$ cat src/rtl/jump_sequencer_pkg.sv
// Shared definitions for the jump-group sequencer: instruction group codes,
// the HALT opcode, the phase FSM encoding and the IR field layout.
package jump_sequencer_pkg;

  localparam logic [1:0]  GROUP_JUMP       = 2'b10;
  localparam logic [15:0] INSTRUCTION_HALT = 16'hFFFF;

  typedef enum logic [2:0] {
    ST_FETCH   = 3'd0,
    ST_DECODE  = 3'd1,
    ST_EXECUTE = 3'd2,
    ST_COMMIT  = 3'd3,
    ST_HALT    = 3'd4
  } seq_state_t;

  // IR layout: GPF=[15:14], SKIPF=[13:12], JPF=[11:10], CCF=[9:8], U8=[7:0]
  typedef struct packed {
    logic [1:0] gpf;
    logic [1:0] skipf;
    logic [1:0] jpf;
    logic [1:0] ccf;
    logic [7:0] u8;
  } instr_t;

  function automatic instr_t decode_ir(input logic [15:0] ir);
    return instr_t'(ir);
  endfunction

endpackage

$ cat src/rtl/jump_sequencer_rstack.sv
// Circular return-address stack used by CALL/RET. A push into a full stack
// drops the oldest entry; a pop from an empty stack leaves state untouched.
// Both conditions raise sticky flags cleared only by reset.
module jump_rstack #(
  parameter int unsigned DEPTH = 4,
  parameter int unsigned W     = 16
) (
  input  logic         i_clk,
  input  logic         i_rst,
  input  logic         i_push,
  input  logic         i_pop,
  input  logic [W-1:0] i_data,
  output logic [W-1:0] o_data,
  output logic         o_full,
  output logic         o_empty,
  output logic         o_ovf,
  output logic         o_unf
);

  localparam int unsigned    PTR_W    = (DEPTH > 1) ? $clog2(DEPTH) : 1;
  localparam int unsigned    SLOTS    = 1 << PTR_W;
  localparam logic [PTR_W:0] CNT_FULL = (PTR_W + 1)'(DEPTH);

  logic [W-1:0]     r_mem [SLOTS];
  logic [PTR_W-1:0] r_sp;
  logic [PTR_W:0]   r_cnt;
  logic             r_ovf;
  logic             r_unf;
  logic [PTR_W-1:0] w_top;

  // r_sp is the next free slot; when full it also points at the oldest entry,
  // so a push there overwrites it naturally.
  assign w_top   = r_sp - PTR_W'(1);
  assign o_data  = r_mem[w_top];
  assign o_full  = (r_cnt == CNT_FULL);
  assign o_empty = (r_cnt == '0);
  assign o_ovf   = r_ovf;
  assign o_unf   = r_unf;

  // Stack pointer, occupancy and sticky error flags
  always_ff @(posedge i_clk or posedge i_rst) begin
    if (i_rst) begin
      r_sp  <= '0;
      r_cnt <= '0;
      r_ovf <= 1'b0;
      r_unf <= 1'b0;
    end else if (i_push) begin
      r_sp <= r_sp + PTR_W'(1);
      if (o_full) begin
        r_ovf <= 1'b1;
      end else begin
        r_cnt <= r_cnt + (PTR_W + 1)'(1);
      end
    end else if (i_pop) begin
      if (o_empty) begin
        r_unf <= 1'b1;
      end else begin
        r_sp  <= w_top;
        r_cnt <= r_cnt - (PTR_W + 1)'(1);
      end
    end
  end

  // Entry storage; contents are don't-care until written, so no reset
  always_ff @(posedge i_clk) begin
    if (i_push) begin
      r_mem[r_sp] <= i_data;
    end
  end

endmodule

$ cat src/rtl/jump_sequencer.sv
// Jump-group sequencer: owns the PC, runs the FETCH/DECODE/EXECUTE/COMMIT
// phase FSM, evaluates Group-2 JP/JR jumps and handles HALT/WAKE and STALL.
// Optional feature macro: JUMP_RSTACK_EN adds CALL/RET through jump_rstack
// and the RSTACK_OVF/RSTACK_UNF ports.
module jump_sequencer
  import jump_sequencer_pkg::*;
#(
  parameter int unsigned       ADDR_W       = 16,
  parameter int unsigned       NUM_CC       = 4,
  parameter logic [ADDR_W-1:0] RESET_VECTOR = '0,
  parameter int unsigned       RSTACK_DEPTH = 4
) (
  input  logic              CLK,
  input  logic              RESET,
  input  logic [15:0]       INSTRUCTION,
  input  logic              INSTR_VALID,
  input  logic [ADDR_W-1:0] REGB_DATA,
  input  logic [NUM_CC-1:0] FLAGS,
  input  logic              STALL,
  input  logic              WAKE,
  output logic [ADDR_W-1:0] PC,
  output logic              PC_VALID,
  output logic              FETCH,
  output logic              DECODE,
  output logic              EXECUTE,
  output logic              COMMIT,
  output logic              REGB_SEL_RB,
  output logic              JMP_TAKEN,
  output logic              HALTED
`ifdef JUMP_RSTACK_EN
  ,
  output logic              RSTACK_OVF,
  output logic              RSTACK_UNF
`endif
);

  if (ADDR_W < 8 || ADDR_W > 32 || NUM_CC < 1 || NUM_CC > 4 ||
      RSTACK_DEPTH == 0 || (RSTACK_DEPTH & (RSTACK_DEPTH - 1)) != 0) begin : g_bad_cfg
    $error("jump_sequencer: unsupported parameter set");
  end

  seq_state_t        r_state;
  seq_state_t        w_state_nxt;
  logic [15:0]       r_ir;
  logic [ADDR_W-1:0] r_pc;
  logic [ADDR_W-1:0] r_operand;
  logic [3:0]        r_flags;

  instr_t            w_ir;
  logic [3:0]        w_flags_in;
  logic [ADDR_W-1:0] w_u8rb;
  logic [ADDR_W-1:0] w_operand_in;
  logic [ADDR_W-1:0] w_jr_off;
  logic [ADDR_W-1:0] w_pc_inc;
  logic [ADDR_W-1:0] w_target;
  logic [ADDR_W-1:0] w_pc_nxt;
  logic              w_is_jump;
  logic              w_cond;
  logic              w_take;
  logic              w_commit;

  assign w_ir      = decode_ir(r_ir);
  assign w_is_jump = (w_ir.gpf == GROUP_JUMP);
  assign w_commit  = (r_state == ST_COMMIT);

  // Unimplemented flag indices alias flag 0, giving a fixed 4-entry view
  for (genvar g = 0; g < 4; g++) begin : g_flags
    if (g < NUM_CC) begin : g_real
      assign w_flags_in[g] = FLAGS[g];
    end else begin : g_alias
      assign w_flags_in[g] = FLAGS[0];
    end
  end

  // U8H.RBL operand and JR offset: a 16-bit offset is sign-extended on wide
  // PCs; on narrow PCs the truncated operand already equals the offset mod 2^ADDR_W.
  if (ADDR_W > 16) begin : g_wide
    assign w_u8rb   = {{(ADDR_W-16){1'b0}}, w_ir.u8, REGB_DATA[7:0]};
    assign w_jr_off = {{(ADDR_W-16){r_operand[15]}}, r_operand[15:0]};
  end else if (ADDR_W == 16) begin : g_16
    assign w_u8rb   = {w_ir.u8, REGB_DATA[7:0]};
    assign w_jr_off = r_operand;
  end else if (ADDR_W > 8) begin : g_narrow
    assign w_u8rb   = {w_ir.u8[ADDR_W-9:0], REGB_DATA[7:0]};
    assign w_jr_off = r_operand;
  end else begin : g_8
    assign w_u8rb   = REGB_DATA[7:0];
    assign w_jr_off = r_operand;
  end

  assign w_operand_in = w_ir.jpf[0] ? w_u8rb : REGB_DATA;
  assign w_pc_inc     = r_pc + ADDR_W'(1);
  assign w_target     = w_ir.jpf[1] ? (w_pc_inc + w_jr_off) : r_operand;
  assign w_cond       = w_ir.skipf[1] ? (r_flags[w_ir.ccf] ^ w_ir.skipf[0]) : 1'b1;
  assign w_take       = w_is_jump & w_cond;

`ifdef JUMP_RSTACK_EN
  localparam logic [1:0] SKIPF_STACK = 2'b01;
  localparam logic [1:0] JPF_RET     = 2'b11;

  logic              w_stack_op;
  logic              w_ret;
  logic              w_call;
  logic              w_rs_full;
  logic              w_rs_empty;
  logic [ADDR_W-1:0] w_rs_data;

  assign w_stack_op = w_is_jump & (w_ir.skipf == SKIPF_STACK);
  assign w_ret      = w_stack_op & (w_ir.jpf == JPF_RET);
  assign w_call     = w_stack_op & (w_ir.jpf != JPF_RET);

  jump_rstack #(
    .DEPTH (RSTACK_DEPTH),
    .W     (ADDR_W)
  ) u_rstack (
    .i_clk   (CLK),
    .i_rst   (RESET),
    .i_push  (w_commit & w_call),
    .i_pop   (w_commit & w_ret),
    .i_data  (w_pc_inc),
    .o_data  (w_rs_data),
    .o_full  (w_rs_full),
    .o_empty (w_rs_empty),
    .o_ovf   (RSTACK_OVF),
    .o_unf   (RSTACK_UNF)
  );

  // RET returns the popped address, or falls through when the stack is empty
  always_comb begin
    w_pc_nxt = w_pc_inc;
    if (w_ret) begin
      w_pc_nxt = w_rs_empty ? w_pc_inc : w_rs_data;
    end else if (w_take) begin
      w_pc_nxt = w_target;
    end
  end
`else
  assign w_pc_nxt = w_take ? w_target : w_pc_inc;
`endif

  // Phase state register
  always_ff @(posedge CLK or posedge RESET) begin
    if (RESET) begin
      r_state <= ST_FETCH;
    end else begin
      r_state <= w_state_nxt;
    end
  end

  // Phase sequencing; STALL only matters in EXECUTE
  always_comb begin
    w_state_nxt = r_state;
    case (r_state)
      ST_FETCH:   if (INSTR_VALID) w_state_nxt = ST_DECODE;
      ST_DECODE:  w_state_nxt = ST_EXECUTE;
      ST_EXECUTE: if (!STALL) w_state_nxt = ST_COMMIT;
      ST_COMMIT:  w_state_nxt = (r_ir == INSTRUCTION_HALT) ? ST_HALT : ST_FETCH;
      ST_HALT:    if (WAKE) w_state_nxt = ST_FETCH;
      default:    w_state_nxt = ST_FETCH;
    endcase
  end

  // IR capture, operand/flag snapshot in EXECUTE, PC update in COMMIT
  always_ff @(posedge CLK or posedge RESET) begin
    if (RESET) begin
      r_pc      <= RESET_VECTOR;
      r_ir      <= '0;
      r_operand <= '0;
      r_flags   <= '0;
    end else begin
      if (r_state == ST_FETCH && INSTR_VALID) begin
        r_ir <= INSTRUCTION;
      end
      if (r_state == ST_EXECUTE) begin
        r_operand <= w_operand_in;
        r_flags   <= w_flags_in;
      end
      if (w_commit) begin
        r_pc <= w_pc_nxt;
      end
    end
  end

  assign PC          = r_pc;
  assign FETCH       = (r_state == ST_FETCH);
  assign DECODE      = (r_state == ST_DECODE);
  assign EXECUTE     = (r_state == ST_EXECUTE);
  assign COMMIT      = w_commit;
  assign HALTED      = (r_state == ST_HALT);
  assign PC_VALID    = FETCH;
  assign JMP_TAKEN   = w_commit & w_take;
  // RB select is held from DECODE so REGB_DATA is settled by the EXECUTE snapshot
  assign REGB_SEL_RB = w_is_jump & w_ir.jpf[0] & (DECODE | EXECUTE | COMMIT);

endmodule

$ cat config.mk
export PLATFORM = sky130hd
export DESIGN_NAME = jump_sequencer
export DESIGN_NICKNAME = d
export VERILOG_FILES = /design/src/rtl/jump_sequencer_pkg.sv /design/src/rtl/jump_sequencer_rstack.sv /design/src/rtl/jump_sequencer.sv
export SDC_FILE = /design/constraint.sdc
export NUM_CORES = 1
export LEC_CHECK = 0
export ABC_AREA = 1
export CORE_MARGIN = 8
export CORE_UTILIZATION = 40
export CTS_CLUSTER_DIAMETER = 120
export DETAILED_ROUTE_END_ITERATION = 6
export SLEW_MARGIN = 0
export SYNTH_ARGS = -nofsm -noshare
export SYNTH_HDL_FRONTEND = slang
export SYNTH_SLANG_ARGS = --single-unit
export TNS_END_PERCENT = 30
$ cat constraint.sdc
create_clock -name CLK -period 3 [get_ports CLK]
set_input_delay 0.45 -clock CLK [delete_from_list [all_inputs] [get_ports CLK]]
set_output_delay 0.45 -clock CLK [all_outputs]
set_load 0.005 [all_outputs]
==> impl_metrics.env <==
export IMPL_cts_htree_levels=2
export IMPL_setup_viol_count_final=0
export IMPL_synth_top_cells_by_area="sky130_fd_sc_hd__dfrtp_1 36%, sky130_fd_sc_hd__nand2_1 12%, sky130_fd_sc_hd__a21oi_1 7.0%"
export IMPL_end_kind="flip-flop"
export IMPL_leakage_power_nw=2.27
export IMPL_switching_share=0.496
export IMPL_setup_tns_final_ns=0
export IMPL_area_growth_synth_to_final_pct=22.0
export IMPL_fmax_mhz=377
export IMPL_cts_made_buffers=5
export IMPL_antenna_diode_count=0
export IMPL_wl_um=9750
export IMPL_avgRoutedWirePerCell_um=13.7
export IMPL_drcViolationCount=0
export IMPL_path_clk_slew_ns=0.10
export IMPL_cts_root_buffer="sky130_fd_sc_hd__clkbuf_8"
export IMPL_period_needed_ns=2.65
export IMPL_initial_utilization=0.413
export IMPL_intPower_mw=2.67
export IMPL_hpwl_um=7620
export IMPL_synth_async_reset_ratio=1.00
export IMPL_worst_slew_pin_transition_ns=0.729
export IMPL_grt_pass1_wl_um=16700
export IMPL_rows=35
export IMPL_synthesis_yosys_warnings=0
export IMPL_power_density_nw_per_um2=1130
export IMPL_die_height_um=114
export IMPL_period_share=0.884
export IMPL_yosys_cell_types_count=44
export IMPL_track_usage=0.156
export IMPL_number_of_global_route_vias_before_repair=3504
export IMPL_status="complete, no violations"
export IMPL_die_width_um=114
export IMPL_yosys_area_top_type_share=0.359
export IMPL_cell_type_with_the_highest_aggregate_area_in_the_netlist="sky130_fd_sc_hd__dfrtp_1"
export IMPL_worstHoldPathType="flip-flop to flip-flop"
export IMPL_core_area_um2=9280
export IMPL_number_of_enable_type_register_cells_in_the_synthesized_netlist=0
export IMPL_setup_worst_path_start_class="flip-flop"
export IMPL_postCtsHoldBufs=0
export IMPL_synth_seq_cells=55
export IMPL_worst_slew_slack_as_a_fraction_of_its_limit=0.514
export IMPL_grt_overflow_total=0
export IMPL_tritoncts_num_sinks=55
export IMPL_clk_latency_ns=0.31
export IMPL_criticalPathCategory="flip-flop to flip-flop"
export IMPL_synth_sequential_area_ratio=0.359
export IMPL_vdd_ir_drop_worst_mv=0.467
export IMPL_syn_mean_instance_area_um2=7.42
export IMPL_cell_with_the_biggest_individual_delay_on_the_critical_path="sky130_fd_sc_hd__dfrtp_1"
export IMPL_cp_top_family="simple AND/OR/NAND/NOR gates"
export IMPL_clock_skew_final_ns=0.00648
export IMPL_seq_power_share=0.271
export IMPL_worst_path_most_repeated_cell="sky130_fd_sc_hd__nand2_1"
export IMPL_ys_dominant_reg_cell="sky130_fd_sc_hd__dfrtp_1"
export IMPL_portion_of_total_power_attributed_to_the_clock_network=0.084
export IMPL_drt_iter0_markers=184
export IMPL_max_cap_violations=0
export IMPL_detail_route_first_pass_iterations=4
export IMPL_worst_path_largest_cell_delay_ns=0.41
export IMPL_critical_path_n_buffers_inverters=2
export IMPL_worst_endpoint_arrival_ns=2.90
export IMPL_floorplan_die_area_um2=13000
export IMPL_syn_nets=579
export IMPL_drive_above_1_share=0.0897
export IMPL_synthesis_instances=517
export IMPL_antenna_found_initial=0
export IMPL_power_frac_comb=0.645
export IMPL_total_number_of_nets_in_the_final_design=641
export IMPL_cp_required_ns=3.25
export IMPL_vias_cell=4.85
export IMPL_pin_count=65
export IMPL_critical_path_cell_chain="ha_1 > nand3_1 > inv_2 > nand2_2 > nor2_4 > xor2_1 > inv_1 > ha_1 > a21oi_1 > nand2_1 > a21oi_2 > nand2_1 > nand2_1 > nand3_1 > nand2_1 > nand3_2 > a21oi_2"
export IMPL_port_buffers=64
export IMPL_post_synthesis_cell_area_um2=3840
export IMPL_slew_viols_final=0
export IMPL_clockBufferDepth=2
export IMPL_place_gp_congestion=0.878
export IMPL_p_switching_mw=2.63
export IMPL_final_antenna_net_count=0
export IMPL_cp_max_fo=4
export IMPL_cts_tree="done"
export IMPL_routed_via_count=3438
export IMPL_hold_violations=0
export IMPL_cell_count_post_placement=701
export IMPL_grt_start_max_net_pins=56
export IMPL_fin_cells=709
export IMPL_grt_setup_unrepaired="false"
-- cell families after synthesis --
kind of cell / Yosys count / share of synthesized area
fa+ha+maj: 21 / 0.0704
simple gates: 226 / 0.259
compound gates: 107 / 0.158
buf+inv: 86 / 0.0978
mux: 3 / 0.00880
xor+xnor: 19 / 0.0473
flops: 55 / 0.359
-- routing by layer --
layer / GRT usage / wire length [um]
met5: 0 / 0
met2: 0.253 / 4290
met3: 0.0349 / 541
met4: 0.0399 / 128
met1: 0.206 / 4790
-- Yosys cell counts (2+ instances only) --
library cell / number
sky130_fd_sc_hd__inv_1: 60
sky130_fd_sc_hd__nand2_1: 126
sky130_fd_sc_hd__nand4_1: 5
sky130_fd_sc_hd__nor2_4: 5
sky130_fd_sc_hd__xor2_1: 14
sky130_fd_sc_hd__nor2_1: 52
sky130_fd_sc_hd__a21oi_1: 54
sky130_fd_sc_hd__nor2_2: 3
sky130_fd_sc_hd__nor3_1: 3
sky130_fd_sc_hd__mux2_2: 3
sky130_fd_sc_hd__nand3_2: 3
sky130_fd_sc_hd__o211ai_1: 10
sky130_fd_sc_hd__nand3_1: 20
sky130_fd_sc_hd__buf_2: 7
sky130_fd_sc_hd__o21ai_0: 25
sky130_fd_sc_hd__dfrtp_1: 55
sky130_fd_sc_hd__nand2_2: 4
sky130_fd_sc_hd__a21oi_2: 2
sky130_fd_sc_hd__xnor2_1: 3
sky130_fd_sc_hd__o21ai_1: 4
sky130_fd_sc_hd__clkbuf_8: 4
sky130_fd_sc_hd__a21o_1: 2
sky130_fd_sc_hd__inv_2: 8
sky130_fd_sc_hd__a22oi_1: 2
sky130_fd_sc_hd__clkinv_1: 2
sky130_fd_sc_hd__ha_1: 20
sky130_fd_sc_hd__clkbuf_1: 4
-- power by group through the flow --
stage / combinational (mW) / clock, mW / sequential (mW)
6_report: 3.42 / 0.447 / 1.43
5_1_grt: 3.92 / 0.499 / 1.49
4_1_cts: 3.43 / 0.464 / 1.43
3_5_place_dp: 3.40 / 0 / 1.45
3_3_place_gp: 3.34 / 0 / 1.44
2_1_floorplan: 2.54 / 0 / 1.36
-- state kept, by name (all words and copies together), names as in the netlist --
signal / count
r_operand: 16
r_ir: 16
PC: 16
r_state: 3
r_flags: 4
-- final cells by class --
cell class / instances / area (um2)
Sequential cell: 55 / 1380
Timing Repair Buffer: 71 / 693
Inverter: 70 / 263
Multi-Input combinational cell: 376 / 2090
Clock buffer: 6 / 82.6
Tap cell: 129 / 161
Clock inverter: 2 / 16.3
Fill cell: 936 / 4600
-- final timing paths --
kind                                         from  cells after the start  slack (ns)                        end
hold / removal             r_flags[1]$_DFFE_PP0P_                      2        0.48     r_flags[1]$_DFFE_PP0P_
max in group asynchronous                   RESET                      3        1.87  r_operand[13]$_DFFE_PP0P_
hold reg to reg            r_flags[1]$_DFFE_PP0P_                      2        0.48     r_flags[1]$_DFFE_PP0P_
min in group asynchronous                   RESET                      3        0.65   r_operand[1]$_DFFE_PP0P_
setup reg to reg                PC[0]$_DFFE_PP0P_                     17        0.35         PC[15]$_DFFE_PP0P_
setup / recovery                PC[0]$_DFFE_PP0P_                     17        0.35         PC[15]$_DFFE_PP0P_
-- worst reg2reg max path, delay by kind of cell (launching register included) --
family	cells	cell delay, ns
AOI/OAI and AO/OA	3	0.48
xor gates and xnor gates	1	0.15
adders and majority gates	2	0.54
buffers and inverters	2	0.18
DFF	1	0.41
and+or+nand+nor	9	0.82
-- metrics by stage --
stage | power [mW] | util | instance area [um2] | hold slack [ns] | setup slack (ns)
CTS | 5.33 | 0.504 | 4680 | 0.489 | 0.262
finish | 5.30 | 0.504 | 4680 | 0.479 | 0.348
global route | 5.90 | 0.504 | 4680 | 0.504 | 0.0579
detailed placement | 4.85 | 0.493 | 4580 | 0.464 | 0.297
floorplan | 3.91 | - | 3840 | 0.442 | 0.600
global placement | 4.78 | 0.493 | 4580 | 0.461 | 0.375
-- cells in the final DEF (no fill, tap or decap), types with 4 or more instances in the layout --
| cell type | instances |
|---|---|
| sky130_fd_sc_hd__nor2_1 | 52 |
| sky130_fd_sc_hd__nand2_2 | 4 |
| sky130_fd_sc_hd__nand3_1 | 20 |
| sky130_fd_sc_hd__o211ai_1 | 10 |
| sky130_fd_sc_hd__inv_1 | 59 |
| sky130_fd_sc_hd__inv_2 | 9 |
| sky130_fd_sc_hd__o21ai_1 | 4 |
| sky130_fd_sc_hd__ha_1 | 20 |
| sky130_fd_sc_hd__nor2_4 | 5 |
| sky130_fd_sc_hd__buf_4 | 7 |
| sky130_fd_sc_hd__a21oi_1 | 53 |
| sky130_fd_sc_hd__clkdlybuf4s50_1 | 64 |
| sky130_fd_sc_hd__nand2_1 | 126 |
| sky130_fd_sc_hd__clkbuf_8 | 6 |
| sky130_fd_sc_hd__xor2_1 | 14 |
| sky130_fd_sc_hd__nand4_1 | 5 |
| sky130_fd_sc_hd__o21ai_0 | 25 |
| sky130_fd_sc_hd__dfrtp_1 | 55 |
-- what timing repair did --
action	CTS	global route
buffers inserted	0	0
endpoints found under the hold margin	0	0
endpoints found under the setup margin	0	1
resized for setup	0	1
(Power assumes the default switching activity.)
